**src/rtl/divisor_sequencial.sv**
```systemverilog
// Sequential restoring divider: 2N-bit dividend / N-bit divisor, one shift/subtract step per cycle.
// Optional DivZero output is enabled by defining DIV_ZERO_FLAG_EN.
module divisor_sequencial #(
  parameter int N = 4
) (
  input  logic             Clk,
  input  logic             Rst,
  input  logic             St,
  input  logic [2*N-1:0]   Dividendo,
  input  logic [N-1:0]     Divisor,
  output logic [N-1:0]     Quociente,
  output logic [N-1:0]     Resto,
  output logic             Overflow,
  output logic             Done,
`ifdef DIV_ZERO_FLAG_EN
  output logic             DivZero,
`endif
  output logic             Idle
);

  localparam int CW = $clog2(N + 1);

  typedef enum logic [1:0] {IDLE, RUN, DONE} state_t;

  state_t          state_reg;
  logic [2*N:0]    acc_reg;
  logic [CW-1:0]   cnt_reg;
  logic [N-1:0]    d_reg;
  logic [N-1:0]    quo_reg;
  logic [N-1:0]    rem_reg;
  logic            ovf_reg;
  logic            done_reg;
`ifdef DIV_ZERO_FLAG_EN
  logic            divzero_reg;
`endif

  logic [2*N:0]    acc_shift;
  logic [2*N:0]    acc_next;
  logic [N:0]      acc_trial;
  logic            start_ovf;

  // One restoring step: shift left, then subtract D from the upper part when it fits.
  always_comb begin
    acc_shift = {acc_reg[2*N-1:0], 1'b0};
    acc_trial = acc_shift[2*N:N] - {1'b0, d_reg};
    acc_next  = acc_shift;
    if (acc_shift[2*N:N] >= {1'b0, d_reg}) begin
      acc_next[2*N:N] = acc_trial;
      acc_next[0]     = 1'b1;
    end
  end

  // A quotient fits in N bits only if the dividend's upper half is below the divisor.
  assign start_ovf = (Dividendo[2*N-1:N] >= Divisor) || (Divisor == '0);

  always_ff @(posedge Clk) begin
    if (Rst) begin
      state_reg   <= IDLE;
      acc_reg     <= '0;
      cnt_reg     <= '0;
      d_reg       <= '0;
      quo_reg     <= '0;
      rem_reg     <= '0;
      ovf_reg     <= 1'b0;
      done_reg    <= 1'b0;
`ifdef DIV_ZERO_FLAG_EN
      divzero_reg <= 1'b0;
`endif
    end else begin
      done_reg <= 1'b0;
      case (state_reg)
        IDLE: begin
          if (St) begin
            acc_reg     <= {1'b0, Dividendo};
            d_reg       <= Divisor;
            ovf_reg     <= 1'b0;
`ifdef DIV_ZERO_FLAG_EN
            divzero_reg <= (Divisor == '0);
`endif
            if (start_ovf) begin
              ovf_reg   <= 1'b1;
              quo_reg   <= '0;
              rem_reg   <= '0;
              done_reg  <= 1'b1;
              state_reg <= DONE;
            end else begin
              cnt_reg   <= CW'(N);
              state_reg <= RUN;
            end
          end
        end
        RUN: begin
          acc_reg <= acc_next;
          cnt_reg <= cnt_reg - CW'(1);
          if (cnt_reg == CW'(1)) begin
            quo_reg   <= acc_next[N-1:0];
            rem_reg   <= acc_next[2*N-1:N];
            done_reg  <= 1'b1;
            state_reg <= DONE;
          end
        end
        DONE: begin
          state_reg <= IDLE;
        end
        default: begin
          state_reg <= IDLE;
        end
      endcase
    end
  end

  assign Quociente = quo_reg;
  assign Resto     = rem_reg;
  assign Overflow  = ovf_reg;
  assign Done      = done_reg;
  assign Idle      = (state_reg == IDLE);
`ifdef DIV_ZERO_FLAG_EN
  assign DivZero   = divzero_reg;
`endif

endmodule

```
**config.mk**
```make
export PLATFORM = sky130hd
export DESIGN_NAME = divisor_sequencial
export DESIGN_NICKNAME = d
export VERILOG_FILES = /design/src/rtl/divisor_sequencial.sv
export SDC_FILE = /design/constraint.sdc
export NUM_CORES = 1
export LEC_CHECK = 0
export CORE_ASPECT_RATIO = 1.4
export CORE_UTILIZATION = 40
export CTS_BUF_LIST = sky130_fd_sc_hd__clkbuf_4
export CTS_CLUSTER_DIAMETER = 50
export DETAILED_ROUTE_END_ITERATION = 10
export DONT_BUFFER_PORTS = 1
export PLACE_DENSITY = 0.63
export REMOVE_ABC_BUFFERS = 1
export SKIP_LAST_GASP = 1
export SLEW_MARGIN = 20
export SYNTH_ARGS = -nofsm -noshare
export SYNTH_HDL_FRONTEND = slang
export SYNTH_SLANG_ARGS = --single-unit
```
**constraint.sdc**
```tcl
create_clock -name Clk -period 5.9 [get_ports Clk]
set_clock_uncertainty 0.15 [all_clocks]
set_input_delay 0.59 -clock Clk [delete_from_list [all_inputs] [get_ports Clk]]
set_output_delay 0.59 -clock Clk [all_outputs]
set_load 0.005 [all_outputs]
```
==> key figures <==
Timing
  – Final Setup Violations: 0
  – Setup_tns: 0 ns
  – Final worst path period need: approximately 2.4 ns
  – Final Hold Viols: 0
  – Crit share post-route: around 40%
  – Max Transition Viols Final: 0
  – RSZ-0062 raised after global routing: false
  – Max_slew headroom: 55.4%
  – Fmax: roughly 0.42 GHz
  – Tightest Pin Transition: roughly 0.66 ns

Routing
  – Starting DRT DRC Count: 42
  – Wire per inst: approximately 16 um
  – Via count of the routed design: about 1300
  – WL final: 3500 um
  – First-pass detailed-route iteration total: 5
  – DR vias/cell: between 5 and 6
  – DRT antenna net count: 0
  – Residual DRC: 0

CTS
  – # hold bufs at CTS: 0
  – CTS resizes: 0
  – Clock Sink Count: 27
  – CTS Buf Count: 3
  – CTS tree: built
  – Clock latency on the worst-skew pair: 0.32 ns
  – Clock Tree Buf Depth: 2
  – Setup bufs post-CTS: 0
  – Clock slew at reported path FFs: 0.15 ns
  – H-Tree Depth: 1
  – Clock Tree Root: clkbuf_4

Setup path
  – Worst EP required: 5.95 ns
  – Worst Path Max Fanout: 10
  – CP Data Arrival Time: around 2.4 ns
  – Worst Setup Start Kind: flip-flop
  – WS Path Type: reg -> reg
  – Crit. End Element: flip-flop

Finish
  – Final net count: ~210
  – Diode count: 0
  – Final Util: around 43%
  – Proportion of layout cells with a drive suffix above 1: a little under a tenth
  – Non-filler cells, final: 222
  – Fill cells: 375
  – Max reg flops: 8
  – Area Growth Syn to Fin: 3.11%

GRT
  – Vias in the first global route: approximately 1300
  – Largest net degree at the start of global routing: 30
  – First-pass GRT wire length: ~5600 um
  – Antenna violations before repair: 0
  – All-Layer GR Usage: 18.8%
  – Total grt overflow: 0

Floorplan
  – Starting Density: between 40% and 50%
  – Die area: roughly 0.0041 mm2
  – Die W: ~54 um
  – Rows: 26
  – Die H: 75.1 um
  – Num ports: 26
  – Total core area: 0.00364 mm2

Place
  – Final GP Congestion: ~0.82
  – Placed cells: between 200 and 250
  – PortBufs: 0
  – DP Wirelength: around 2700 um

Pwr
  – Pwr/cell area: 296 mW/mm2
  – Pwr Total: about 0.47 mW
  – VDD IR max: 0.164 mV
  – P_leak: approximately 0.57 nW

Yosys
  – Multiplexer share of the synthesized area: between 2 and 3%
  – Gate Count Post-Synth: between 150 and 200
  – Asr flop ratio synth: 0%
  – Simple-gate portion of the synthesized area: between 20 and 25%
  – Main synth FF type: dfxtp_1
  – Post-synth EDFFs: 0
  – Post-Synth Adder-Cell Area: 9.50%
  – Yosys reg bits: 27
  – Ys Warns: 0
  – Xor-xnor portion of the synthesized cell area: about 1.7%
  – Synth unique cells: 44
  – Compound-Gate Fraction of Synth Area: a little under a quarter
  – Post-synthesis sequential area ratio: a little over a third
  – Largest family of logic cells by synthesized area: compound AO/OA/AOI/OAI gates
  – Avg Inst Size Synth: between 8 and 9 um2
  – Synth Cell Area: between 0.0015 and 0.002 mm2

Worst hold path
  – Worst Hold Class: in -> reg

Run
  – Max-Cap Viols: 0

Outcome
  – Status: complete, no violations
-- synthesized netlist by cell type (2+ instances only) --
| cell | instances | area (um2) |
|---|---|---|
| nand3_1 | 5 | 25.0 |
| a311oi_2 | 2 | 30.0 |
| a21oi_1 | 18 | 90.1 |
| o32ai_1 | 4 | 35.0 |
| nand4_1 | 4 | 25.0 |
| mux2_2 | 2 | 22.5 |
| nor2_1 | 23 | 86.3 |
| buf_2 | 4 | 20.0 |
| a31oi_1 | 2 | 12.5 |
| or3_1 | 2 | 12.5 |
| mux2i_1 | 2 | 20.0 |
| xor2_1 | 2 | 17.5 |
| nand2b_1 | 2 | 12.5 |
| nor2b_1 | 3 | 18.8 |
| or3_2 | 2 | 15.0 |
| a211oi_1 | 3 | 22.5 |
| inv_1 | 17 | 63.8 |
| nor3_1 | 4 | 20.0 |
| clkbuf_1 | 4 | 15.0 |
| nand2_1 | 11 | 41.3 |
| ha_1 | 10 | 125 |
| o21ai_0 | 10 | 50.1 |
| dfxtp_1 | 27 | 541 |
-- placed cells by master, fill, tap and decap left out, types with 2 or more instances in the layout --
master,netlist,final
or3_2,2,2
a31oi_1,2,2
mux2_2,2,2
nor2_1,23,23
inv_1,17,17
nand2b_1,2,2
nand2_1,11,11
a311oi_2,2,2
o32ai_1,4,4
o21ai_0,10,10
nor3_1,4,4
xor2_1,2,2
clkbuf_4,0,4
nand3_1,5,5
a211oi_1,3,3
a21oi_1,18,18
or3_1,2,2
ha_1,10,10
mux2i_1,2,2
nor2b_1,3,3
dfxtp_1,27,27
nand4_1,4,4
-- power breakdown --
part	switching [mW]	internal (mW)	leakage, nW	total (mW)
clock	0.0526	0.0310	0.0184	0.0836
sequential	0.0185	0.202	0.221	0.220
combinational	0.0943	0.0681	0.334	0.162
-- kinds of logic (layout without fill, tap and decap cells) --
logic type,after synthesis,after routing
adders and majority gates,11,11
AOI/OAI and AO/OA,50,50
xor gates and xnor gates,3,3
buffers and inverters,26,22
DFF,27,27
and+or+nand+nor,63,63
muxes,4,4
-- worst max-delay path: stages (launching register included) --
cell and delay, ns:
dfxtp_1 0.37, inv_1 0.06, ha_1 0.33, nand2b_2 0.19
a2111oi_2 0.38, o21bai_4 0.25, mux2i_1 0.39, o32ai_1 0.12
-- per-stage QoR --
step / setup slack (ns) / hold WS [ns] / area (um2)
5_1_grt: 3.44 / 0.139 / 1580
4_1_cts: 3.55 / 0.157 / 1580
6_report: 3.54 / 0.170 / 1580
2_1_floorplan: 3.81 / 0.294 / 1490
3_5_place_dp: 3.57 / 0.318 / 1550
3_3_place_gp: 3.65 / 0.309 / 1550
-- per-layer routing --
layer | GRT usage, % | vias to the layer above | wire length, um
li1 | - | 642 | -
met1 | 20.1 | 628 | 1390
met2 | 34.0 | 21 | 1900
met3 | 2.42 | 10 | 75
met4 | 11.1 | 0 | 130
met5 | 0 | - | 0
-- path summary, 6_finish.rpt --
check / from / slack (ns) / cells past startpoint / to
worst max-delay path: acc_reg[3]$_SDFFE_PP0P_ / 3.54 / 7 / Resto[2]$_SDFFE_PP0P_
worst min-delay path: Rst / 0.17 / 1 / acc_reg[4]$_SDFFE_PP0P_
worst max register to register: acc_reg[3]$_SDFFE_PP0P_ / 3.54 / 7 / Resto[2]$_SDFFE_PP0P_
worst min register to register: acc_reg[7]$_SDFFE_PP0P_ / 0.33 / 2 / acc_reg[7]$_SDFFE_PP0P_
-- cell type report --
| type | instances | area, um2 | area share [%] |
|---|---|---|---|
| Multi-Input combinational cell | 131 | 885 | 56.2 |
| Sequential cell | 27 | 541 | 34.3 |
| Inverter | 18 | 67.6 | 4.29 |
| Tap cell | 42 | 52.6 | 3.34 |
| Clock buffer | 4 | 30.0 | 1.91 |
Power figures use the tool's default switching activity.
